### src/rtl/alu_pkg.sv
// alu_pkg: shared definitions for the pipelined ALU.
//   - ALUFun operation codes (6-bit)
//   - operation group encoding taken from ALUFun[5:4]
//   - is_legal(): true for any ALUFun value the ALU implements
package alu_pkg;

    localparam logic [5:0] ADD   = 6'b000000;
    localparam logic [5:0] SUB   = 6'b000001;
    localparam logic [5:0] AND   = 6'b011000;
    localparam logic [5:0] OR    = 6'b011110;
    localparam logic [5:0] XOR   = 6'b010110;
    localparam logic [5:0] NOR   = 6'b010001;
    localparam logic [5:0] PASSA = 6'b011010;
    localparam logic [5:0] SLL   = 6'b100000;
    localparam logic [5:0] SRL   = 6'b100001;
    localparam logic [5:0] SRA   = 6'b100011;
    localparam logic [5:0] EQ    = 6'b110011;
    localparam logic [5:0] NEQ   = 6'b110001;
    localparam logic [5:0] LT    = 6'b110101;
    localparam logic [5:0] LEZ   = 6'b111101;
    localparam logic [5:0] LTZ   = 6'b111011;
    localparam logic [5:0] GTZ   = 6'b111111;

    typedef enum logic [1:0] {
        GRP_ADD   = 2'b00,
        GRP_LOGIC = 2'b01,
        GRP_SHIFT = 2'b10,
        GRP_CMP   = 2'b11
    } grp_e;

    function automatic logic is_legal(input logic [5:0] fun);
        case (fun)
            ADD, SUB,
            AND, OR, XOR, NOR, PASSA,
            SLL, SRL, SRA,
            EQ, NEQ, LT, LEZ, LTZ, GTZ: return 1'b1;
            default:                    return 1'b0;
        endcase
    endfunction

endpackage

### src/rtl/alu_pipe_stage.sv
// alu_pipe_stage: generic valid/ready register slice.
//   clk, reset      clock, asynchronous active-low reset
//   in_valid/ready  upstream handshake, in_data payload
//   out_valid/ready downstream handshake, out_data payload
// The slice loads whenever it is empty or its content is being taken,
// so a held entry is never overwritten. in_ready is combinational from
// out_ready (no skid buffer).
module alu_pipe_stage #(
    parameter int unsigned DW = 8
) (
    input  logic          clk,
    input  logic          reset,
    input  logic          in_valid,
    output logic          in_ready,
    input  logic [DW-1:0] in_data,
    output logic          out_valid,
    input  logic          out_ready,
    output logic [DW-1:0] out_data
);

    assign in_ready = !out_valid || out_ready;

    always_ff @(posedge clk or negedge reset) begin
        if (!reset) begin
            out_valid <= 1'b0;
            out_data  <= '0;
        end else if (in_ready) begin
            out_valid <= in_valid;
            if (in_valid) begin
                out_data <= in_data;
            end
        end
    end

endmodule

### src/rtl/alu_pipe.sv
// alu_pipe: two-stage pipelined ALU with valid/ready on both sides.
//   clk, reset          clock, asynchronous active-low reset
//   in_valid/in_ready   operation handshake
//   ALUFun, Sign, A, B  operation code, signed mode, operands
//                       (A[SHW-1:0] = shift amount, B = shifted value)
//   out_valid/out_ready result handshake
//   S, Z, V, N, err     result, zero, overflow, negative, illegal-code
// Stage 1 registers the operands together with the add/sub sum and the
// decoded group; stage 2 selects the group result and registers S/flags.
// WIDTH must be >= 8 and a power of two.
module alu_pipe
    import alu_pkg::*;
#(
    parameter  int WIDTH = 32,
    localparam int SHW   = $clog2(WIDTH)
) (
    input  logic             clk,
    input  logic             reset,
    input  logic             in_valid,
    output logic             in_ready,
    input  logic [5:0]       ALUFun,
    input  logic             Sign,
    input  logic [WIDTH-1:0] A,
    input  logic [WIDTH-1:0] B,
    output logic             out_valid,
    input  logic             out_ready,
    output logic [WIDTH-1:0] S,
    output logic             Z,
    output logic             V,
    output logic             N,
    output logic             err
);

    typedef struct packed {
        logic [5:0]       fun;
        logic             sign;
        logic [WIDTH-1:0] a;
        logic [WIDTH-1:0] b;
        logic [WIDTH:0]   sum;
        grp_e             grp;
        logic             legal;
    } s1_t;

    typedef struct packed {
        logic [WIDTH-1:0] s;
        logic             z;
        logic             v;
        logic             n;
        logic             err;
    } s2_t;

    s1_t  s1_in, s1_q;
    s2_t  s2_in, s2_q;
    logic s1_valid;
    logic s2_ready;

    // ---------------- stage 1 input ----------------
    logic [WIDTH-1:0] b_in_eff;

    assign b_in_eff = ALUFun[0] ? ~B : B;

    always_comb begin
        s1_in.fun   = ALUFun;
        s1_in.sign  = Sign;
        s1_in.a     = A;
        s1_in.b     = B;
        s1_in.sum   = {1'b0, A} + {1'b0, b_in_eff} + {{WIDTH{1'b0}}, ALUFun[0]};
        s1_in.grp   = grp_e'(ALUFun[5:4]);
        s1_in.legal = is_legal(ALUFun);
    end

    alu_pipe_stage #(.DW($bits(s1_t))) u_stage1 (
        .clk       (clk),
        .reset     (reset),
        .in_valid  (in_valid),
        .in_ready  (in_ready),
        .in_data   (s1_in),
        .out_valid (s1_valid),
        .out_ready (s2_ready),
        .out_data  (s1_q)
    );

    // ---------------- stage 2 result select ----------------
    logic [WIDTH-1:0] a_q, b_q, b_eff_q, sum_q;
    logic             carry_q, is_sub;
    logic [SHW-1:0]   shamt;
    logic [WIDTH-1:0] res;
    logic             cond, ovf, neg, bad;

    assign a_q     = s1_q.a;
    assign b_q     = s1_q.b;
    assign is_sub  = s1_q.fun[0];
    assign b_eff_q = is_sub ? ~b_q : b_q;
    assign sum_q   = s1_q.sum[WIDTH-1:0];
    assign carry_q = s1_q.sum[WIDTH];
    assign shamt   = a_q[SHW-1:0];

    always_comb begin
        res  = '0;
        cond = 1'b0;
        ovf  = 1'b0;
        neg  = 1'b0;
        bad  = 1'b0;

        case (s1_q.grp)
            GRP_ADD: begin
                res = sum_q;
                if (s1_q.sign) begin
                    // Signed overflow: both addends agree in sign but the sum does not.
                    ovf = (a_q[WIDTH-1] == b_eff_q[WIDTH-1]) && (sum_q[WIDTH-1] != a_q[WIDTH-1]);
                    neg = sum_q[WIDTH-1];
                end else begin
                    // For SUB the carry-out of A + ~B + 1 is the inverted borrow.
                    ovf = is_sub ? !carry_q : carry_q;
                    neg = is_sub && !carry_q;
                end
            end
            GRP_LOGIC: begin
                case (s1_q.fun)
                    AND:     res = a_q & b_q;
                    OR:      res = a_q | b_q;
                    XOR:     res = a_q ^ b_q;
                    NOR:     res = ~(a_q | b_q);
                    PASSA:   res = a_q;
                    default: res = '0;
                endcase
            end
            GRP_SHIFT: begin
                case (s1_q.fun)
                    SLL:     res = b_q << shamt;
                    SRL:     res = b_q >> shamt;
                    SRA:     res = $signed(b_q) >>> shamt;
                    default: res = '0;
                endcase
            end
            GRP_CMP: begin
                case (s1_q.fun)
                    EQ:      cond = (a_q == b_q);
                    NEQ:     cond = (a_q != b_q);
                    LT:      cond = s1_q.sign ? ($signed(a_q) < $signed(b_q)) : (a_q < b_q);
                    LEZ:     cond = a_q[WIDTH-1] || (a_q == '0);
                    LTZ:     cond = a_q[WIDTH-1];
                    GTZ:     cond = !a_q[WIDTH-1] && (a_q != '0);
                    default: cond = 1'b0;
                endcase
                res = {{(WIDTH-1){1'b0}}, cond};
            end
            default: res = '0;
        endcase

        // Illegal codes override whatever the group produced.
        if (!s1_q.legal) begin
            res = '0;
            ovf = 1'b0;
            neg = 1'b0;
            bad = 1'b1;
        end

        s2_in.s   = res;
        s2_in.z   = (res == '0);
        s2_in.v   = ovf;
        s2_in.n   = neg;
        s2_in.err = bad;
    end

    alu_pipe_stage #(.DW($bits(s2_t))) u_stage2 (
        .clk       (clk),
        .reset     (reset),
        .in_valid  (s1_valid),
        .in_ready  (s2_ready),
        .in_data   (s2_in),
        .out_valid (out_valid),
        .out_ready (out_ready),
        .out_data  (s2_q)
    );

    assign S   = s2_q.s;
    assign Z   = s2_q.z;
    assign V   = s2_q.v;
    assign N   = s2_q.n;
    assign err = s2_q.err;

endmodule

### config.mk
export PLATFORM = sky130hd
export DESIGN_NAME = alu_pipe
export DESIGN_NICKNAME = d
export VERILOG_FILES = /design/src/rtl/alu_pkg.sv /design/src/rtl/alu_pipe_stage.sv /design/src/rtl/alu_pipe.sv
export SDC_FILE = /design/constraint.sdc
export NUM_CORES = 1
export LEC_CHECK = 0
export ABC_AREA = 1
export CAP_MARGIN = 20
export CORE_MARGIN = 4
export CORE_UTILIZATION = 30
export DETAILED_ROUTE_END_ITERATION = 8
export GPL_TIMING_DRIVEN = 0
export HOLD_SLACK_MARGIN = 0.15
export SLEW_MARGIN = 20
export SYNTH_ARGS = -nofsm -noshare
export SYNTH_HDL_FRONTEND = slang
export SYNTH_SLANG_ARGS = --single-unit
### constraint.sdc
create_clock -name clk -period 2.83 [get_ports clk]
set_clock_uncertainty 0.05 [all_clocks]
set_input_delay 0.283 -clock clk [delete_from_list [all_inputs] [get_ports clk]]
set_output_delay 0.283 -clock clk [all_outputs]
set_load 0.1 [all_outputs]
# After elaboration in Yosys (flattened, before gate mapping)
# Memories as Yosys holds them, arrays and structs flattened. A register that Yosys moved wholly into a read port is not among the register bits.
# Index checks and enable logic that the tools add are counted.
# word_totals
regBits	145
romBits	64
input_bits	75
out_inout_bits	38
wordCells	72
mem_count	1
# op_classes
add_sub_neg	2
order_cmp	2
n_eq_ne	21
n_shift	3
mux	16
bitwise	6
reduce_logical	17
# mem_list
name	words	word_bits	read_ports	rd_clocked_by_memory_dff	wr	line_no	rtl
(no name shown)	64	1	1	1	0	alu_pkg.sv:32	case (fun)
# ops
operator	count
$pmux W32 S5	1
$pmux W32 S4	1
$mux W32	3
$not A32 Y32	3
$pmux W32 S3	1
$logic_not A32 Y1	2
$lt A32 B32 Y1	2
$eq A6 B6 Y1 const B	9
$add A32 B32 Y33	1
$add A33 B1 Y33	1
$and A32 B32 Y32	1
$eq A32 B32 Y1	1
$ne A32 B32 Y1	1
$or A32 B32 Y32	1
$reduce_bool A32 Y1	1
$shl A32 B5 Y32	1
$shr A32 B5 Y32	1
$sshr A32 B5 Y32	1
$xor A32 B32 Y32	1
$eq A6 B5 Y1 const B	5
$mux W1	9
$pmux W1 S6	1
$logic_not A1 Y1	5
$eq A2 B2 Y1 const B	2
7 further kinds	12

# Logic depth before layout (Yosys ltp)
# logic_depth
ltp_word	7
ltp_mapped	20
mapped_depth_nobuf	18

# Cells and area by module
# Synthesis repeated with hierarchy kept, for this count alone.
# hier_totals
cells_unflattened	2445
hier_area_um2	15524.9
# modules_own_cells
module	instances	cells_per_inst	area_each_um2	seq_area_each_um2
alu_pipe	1	1817	9638.0	0.0
alu_pipe_stage at u_stage1	1	468	4277.9	2702.6
alu_pipe_stage at u_stage2	1	160	1609.0	925.9

# Worst setup path before layout
# Ideal clock, no wire load.
# synth_path
kind	reg2reg
start	reg u_stage2.out_valid
end	reg u_stage1.out_data[34]
setup_ps	130
arrival_time_ps	3234
required_time_ps	2650
setup_slack_ps	-584
path_stages_with_launch	8
path_buffers	2
period_less_slack_ps	3414
cell_sequence	dfrtp_1 nand3_1 nand2_1 clkinv_1 clkbuf_1 clkbuf_1 nand3_1 o21ai_0
# synth_via
elab_chain_cells	4
# synth_lines
element	line_no	rtl
from (decl)	alu_pipe_stage.sv:16	output logic out_valid,
from (signal assigned)	alu_pipe_stage.sv:28	out_valid <= in_valid;
$logic_not A1 Y1	alu_pipe_stage.sv:21	assign in_ready = !out_valid || out_ready;
$logic_or A1 B1 Y1 (2 in a row)	alu_pipe_stage.sv:21	
via in_ready	alu_pipe.sv:20	output logic in_ready,
$reduce_and A2 Y1 (no line)	-	
to (signal assigned)	alu_pipe_stage.sv:30	out_data <= in_data;
to (decl)	alu_pipe_stage.sv:18	output logic [DW-1:0] out_data
# The timed path passes the listed nets, and every way through them passes these cells.
# A chain may end at the register's enable or synchronous reset.

# Final worst setup path
# layout_path
start	reg u_stage1.out_data[69]
end	reg u_stage2.out_data[3]
# layout_via
elab_chain_cells	6
elab_cells_between_ends	22
classes_between	order compare: 2; eq/ne: 2; shift: 3; mux: 6; bitwise: 4; reduce/logical: 5
# layout_lines
element	line_no	rtl
$lt A32 B32 Y1, or another cell as far along	alu_pipe.sv:140	LT: cond = s1_q.sign ? ($signed(a_q) < $signed(b_q)) : (a_q < b_q);
$mux W1, or another cell as far along	alu_pipe.sv:140	
$pmux W1 S6 or $pmux W32 S5 (tied branches)	alu_pipe.sv:137, alu_pipe.sv:119	
$pmux W32 S4 (*)	alu_pipe.sv:105	case (s1_q.grp)
$mux W32 (*)	alu_pipe.sv:152	if (!s1_q.legal) begin
$logic_not A32 Y1 (*)	alu_pipe.sv:160	s2_in.z = (res == '0);
to (signal assigned)	alu_pipe_stage.sv:30	
to (decl)	alu_pipe_stage.sv:18	
# Every way passes the cells marked *; elsewhere a longest branch is shown, timed or not.

==> results <==
- The flow ran to the end, and the final reports show no timing, DRC or antenna violations.
- The portion of synthesized area spent on multiplexers is 0.
- The overall routing resource usage is 0.275.
- The detailed-route vias per instance is around 5.5.
- The die area is 0.0521 mm2.
- The remaining number of nets flagged by the antenna check after routing is 0.
- The global-route met2 utilization is 0.452.
- The cell sitting at the root of the clock tree is a sky130_fd_sc_hd__clkbuf_16.
- The share of layout cells above drive strength 1 is 0.0911.
- The post-synthesis adder-cell area fraction is 0.111.
- The core footprint is 0.0478 mm2.
- The total iterations of the first detailed-routing run is 6.
- In this run the most used layer during global routing was met2.
- At the end of the flow the core is filled with cells to 0.368.
- The tree built by TritonCTS fans out to 143 sinks.
- 113 I/O pins were placed.
- The placer's final routability congestion estimate is 1.05.
- The initialized floorplan defines 80 standard-cell rows.
- In this run the vertical extent of the chip is 228 um.
- Of the total synthesized cell area, the portion taken by XOR and XNOR cells is 0.0319.
- Sorting the synthesized cells by how often they occur yields 773 x sky130_fd_sc_hd__nand2_1, 334 x sky130_fd_sc_hd__nand3_1, 181 x sky130_fd_sc_hd__o21ai_0, 172 x sky130_fd_sc_hd__inv_1, 143 x sky130_fd_sc_hd__dfrtp_1.
- The startpoint identified for the worst hold timing path is ALUFun[0].
- The number of antenna violations at the first check in global routing came to 1.
- The layout overhead on the synthesized area is 20.8%.
- In the routed design, unresolved DRC markers number 0.
- In this run the worst path has a maximum fanout of 10.
- The total congestion overflow is 0.
- After synthesis, the largest family of logic cells by area is simple AND/OR/NAND/NOR gates.
- The maximum clock frequency is between 300 and 400 MHz.
- The clock edge transition at the registers on the reported setup and hold paths is 0.07 ns.
- Setup slack closes at 0.0519 ns.
- The total area of sequential cells is 0.00359 mm2.
- Of the post-synthesis cell area, the dominant cell type holds 0.246.
- Measured against its own limit, the worst slew margin works out to 0.339.
- The portion of total power attributed to combinational logic is 0.536.
- The internal power is 5.58 mW.
- The switching part of the total is 0.511.
- In the post-synthesis netlist, the cell with the most instances is sky130_fd_sc_hd__nand2_1.
- Synthesis produced a netlist with a net count of 2507.
- The initial core utilization is 0.304.
- The class of the tightest hold or removal check is primary input to register.
- The detailed router placed between 15k and 20k vias in this run.
- Dividing the final minimum period by the clock period gives 0.982.
- Of the total power, registers draw 0.254.
- After detailed routing, the average wire length per cell comes to 24.2 um.
- Tracing the worst setup path back leads to its startpoint at u_stage1.out_data[69].
- The Yosys step of the flow raised 0 warnings.
- The number of max-capacitance violations reported is 0.
- Setup repair after global routing could not meet its margin everywhere.
- Clock latency on the worst-skew pair, taken at its later pin, is 0.46 ns.
- Entering global routing, the biggest net connects 87 pins.
- For this run, asynchronously set or reset flops after synthesis account for 1.00.
- The cell with the biggest individual delay on the critical path is sky130_fd_sc_hd__dfrtp_2.
- By startpoint and endpoint, the worst setup path is classified as register to register.
- IR analysis of the VDD net gives a maximum drop of 0.459 mV.
- The static leakage is ~8.6 nW.
- The pre-CTS worst setup slack is -1.07 ns.
- The number of H-tree branching levels is 4.
- The first global-routing pass estimated 108 mm of wire.
- The hold violation total from the final report is 0.
- The clock power share is 0.211.
- In the final layout, the multi-input gates occupy 0.00995 mm2.
- The quantity of I/O buffers inserted on ports is 111.
- The smallest clock period supported by the final layout is computed as 2.78 ns.
- By instance count, the cell type seen most on the critical path is sky130_fd_sc_hd__nand2_1.
- For this run, the register share of the synthesized area comes to 0.246.
- The complex-gate fraction of the synthesized area was 0.135.
- Buffers inserted during clock tree synthesis total 17.
- The global routing usage on met1 is 0.364.
- After detailed placement, the design holds a cell count of 3030.
- Detailed placement ended at an HPWL of 60.4 mm.
- The instance count of the mapped netlist is 2303.
- The kind of launch point of the worst setup path is a register.
- For this run, the slowest stage of the critical path takes 0.47 ns.
- The CTS tree is built.
- The via count of the first global-routing pass is between 15k and 20k.
- The number of failing setup endpoints in the final timing report is 0.
- The clock passes through at most 2 buffers.
- Sorting the synthesized cells by area gives the leading types as sky130_fd_sc_hd__dfrtp_1 25%, sky130_fd_sc_hd__nand2_1 20%, sky130_fd_sc_hd__nand3_1 11%, sky130_fd_sc_hd__ha_1 11%, sky130_fd_sc_hd__o21ai_0 6.2%.
- The required time of the critical path is 3.17 ns.
- The synthesized netlist occupies a cell area of 0.0146 mm2.
- The wire length after detailed routing is 74.3 mm.
- The post-synthesis simple-gate area fraction is 0.391.
- For this run, the post-layout net count is around 2.7k.
- Leaving out filler cells and counting taps, the final layout contains 3075.
- Dividing the synthesized area by the synthesized cell count gives around 6.3 um2.
- The net switching power is 5.83 mW.
- The synthesized design spends more area on one cell type than any other, namely sky130_fd_sc_hd__dfrtp_1.
- The number of different library cells used by synthesis comes to 56.
- The worst reg2reg path startpoint is u_stage1.out_data[69].
- The transition time at the pin with the least slew margin is 0.988 ns.
- In the global route stage, met3 resource usage came out at 0.0398.
- The critical path capture point type is a register.
- Counting flops with a built-in enable in the synthesized netlist gives 0.
- In this run the power density over the cells is approximately 650 mW/mm2.
- The die is roughly 230 um wide.
- The total count of max-transition violations in the final report is 0.
- The prevailing post-synth register cell is sky130_fd_sc_hd__dfrtp_1.
- At the worst endpoint, the arrival time is 3.11 ns.
- Fill cells in the final layout number around 5.3k.
- Traced cell by cell, the critical path runs through inv_6 > buf_2 > nand3_1 > nand3_1 > nand2_1 > nand2_1 > nand3_1 > a21oi_1 > nand2_1 > nand2_1 > nand2_1 > nor2_1 > nand2_1 > nor2_2 > nand3_1 > o21bai_2.
- After the first detailed-routing iteration, the DRC count stood at 1844.
- The post-synthesis register bit count is 143.
-- power by group through the flow --
stage | clock (mW) | combinational (mW) | sequential (mW)
5_1_grt | 2.50 | 6.54 | 2.92
3_3_place_gp | 0 | 5.75 | 2.90
4_1_cts | 2.42 | 5.85 | 2.87
2_1_floorplan | 0 | 3.11 | 3.33
6_report | 2.41 | 6.11 | 2.90
3_5_place_dp | 0 | 5.76 | 2.90
-- area by class of cell --
class | count | share of cell area
antenna | 1 | 0.000142
buffer | 103 | 0.0386
clock buffer | 20 | 0.0254
clock inverter | 12 | 0.00904
inverter | 190 | 0.0418
multi-input combinational | 1866 | 0.566
sequential | 143 | 0.204
tap | 615 | 0.0438
timing repair buffer | 125 | 0.0711
-- cells by family after synthesis --
family / Yosys count
adder cells (fa/ha/maj): 129
AO/OA/AOI/OAI: 355
buffers and inverters: 294
flip-flops: 143
AND/OR/NAND/NOR: 1329
XOR/XNOR: 53
-- flip-flops by register name, indices dropped and copies added (netlist names) --
signal and count:
u_stage2.out_valid 1, u_stage2.out_data 36, u_stage1.out_data 105, u_stage1.out_valid 1
-- worst paths after layout --
kind                                          end  slack [ns]  cells after the start
setup / recovery             u_stage2.out_data[3]        0.05                     16
min in group asynchronous   u_stage2.out_data[17]        0.33                      2
hold reg to reg              u_stage2.out_data[6]        0.43                      2
setup reg to reg             u_stage2.out_data[3]        0.05                     16
hold / removal             u_stage1.out_data[101]        0.17                      3
max in group asynchronous   u_stage1.out_data[51]        1.55                      3
-- cells in the final DEF, fill, tap and decap left out, types with 12 or more instances in the layout --
cell type                         Yosys  final
sky130_fd_sc_hd__inv_1              172    168
sky130_fd_sc_hd__a21oi_1             90     82
sky130_fd_sc_hd__buf_2               32     15
sky130_fd_sc_hd__nand4_1             28     28
sky130_fd_sc_hd__inv_2               13     14
sky130_fd_sc_hd__clkbuf_1            48     37
sky130_fd_sc_hd__clkbuf_16            0     18
sky130_fd_sc_hd__o21ai_1             16     17
sky130_fd_sc_hd__o21ai_0            181    178
sky130_fd_sc_hd__dfrtp_2              0     12
sky130_fd_sc_hd__nor2_1             135    131
sky130_fd_sc_hd__dfrtp_1            143    131
sky130_fd_sc_hd__clkbuf_2             0     13
sky130_fd_sc_hd__ha_1               128    125
sky130_fd_sc_hd__clkdlybuf4s50_1      0    106
sky130_fd_sc_hd__nand3_1            334    328
sky130_fd_sc_hd__nand2_2             12     22
sky130_fd_sc_hd__xnor2_1             15     14
sky130_fd_sc_hd__buf_4                7     21
sky130_fd_sc_hd__xor2_1              38     36
sky130_fd_sc_hd__buf_6               10     14
sky130_fd_sc_hd__nand2_1            773    763
-- through the flow --
stage	hold WS (ns)	setup TNS [ns]	power, mW	instance area, um2
floorplan	-0.0626	0	6.44	14600
global placement	0.421	-705.19	8.65	16500
detailed placement	0.281	-12.99	8.66	16500
CTS	0.159	-0.0253	11.1	17300
global route	0.166	-0.0429	12.0	17600
finish	0.167	0	11.4	17600
-- worst max-delay path: cells and delay by family (launching register included) --
kind,cells,cell delay [ns]
DFF,1,0.47
and+or+nand+nor,12,1.31
AOI/OAI and AO/OA,2,0.40
buffers and inverters,2,0.47
-- layer usage --
layer,vias to the layer above,part of all wire
li1,7893,-
met2,750,0.46
met1,8227,0.43
met4,0,0.046
met5,-,0
met3,165,0.068
-- repair_timing --
item                                   in CTS  in global routing
setup endpoints to repair                  15                 14
buffers inserted                            1                 11
resized for setup                          50                 91
pin swaps                                   3                 10
hold buffers                                1                  0
endpoints found under the hold margin      85                  0
Note: power is estimated with default switching activity, not from simulation.
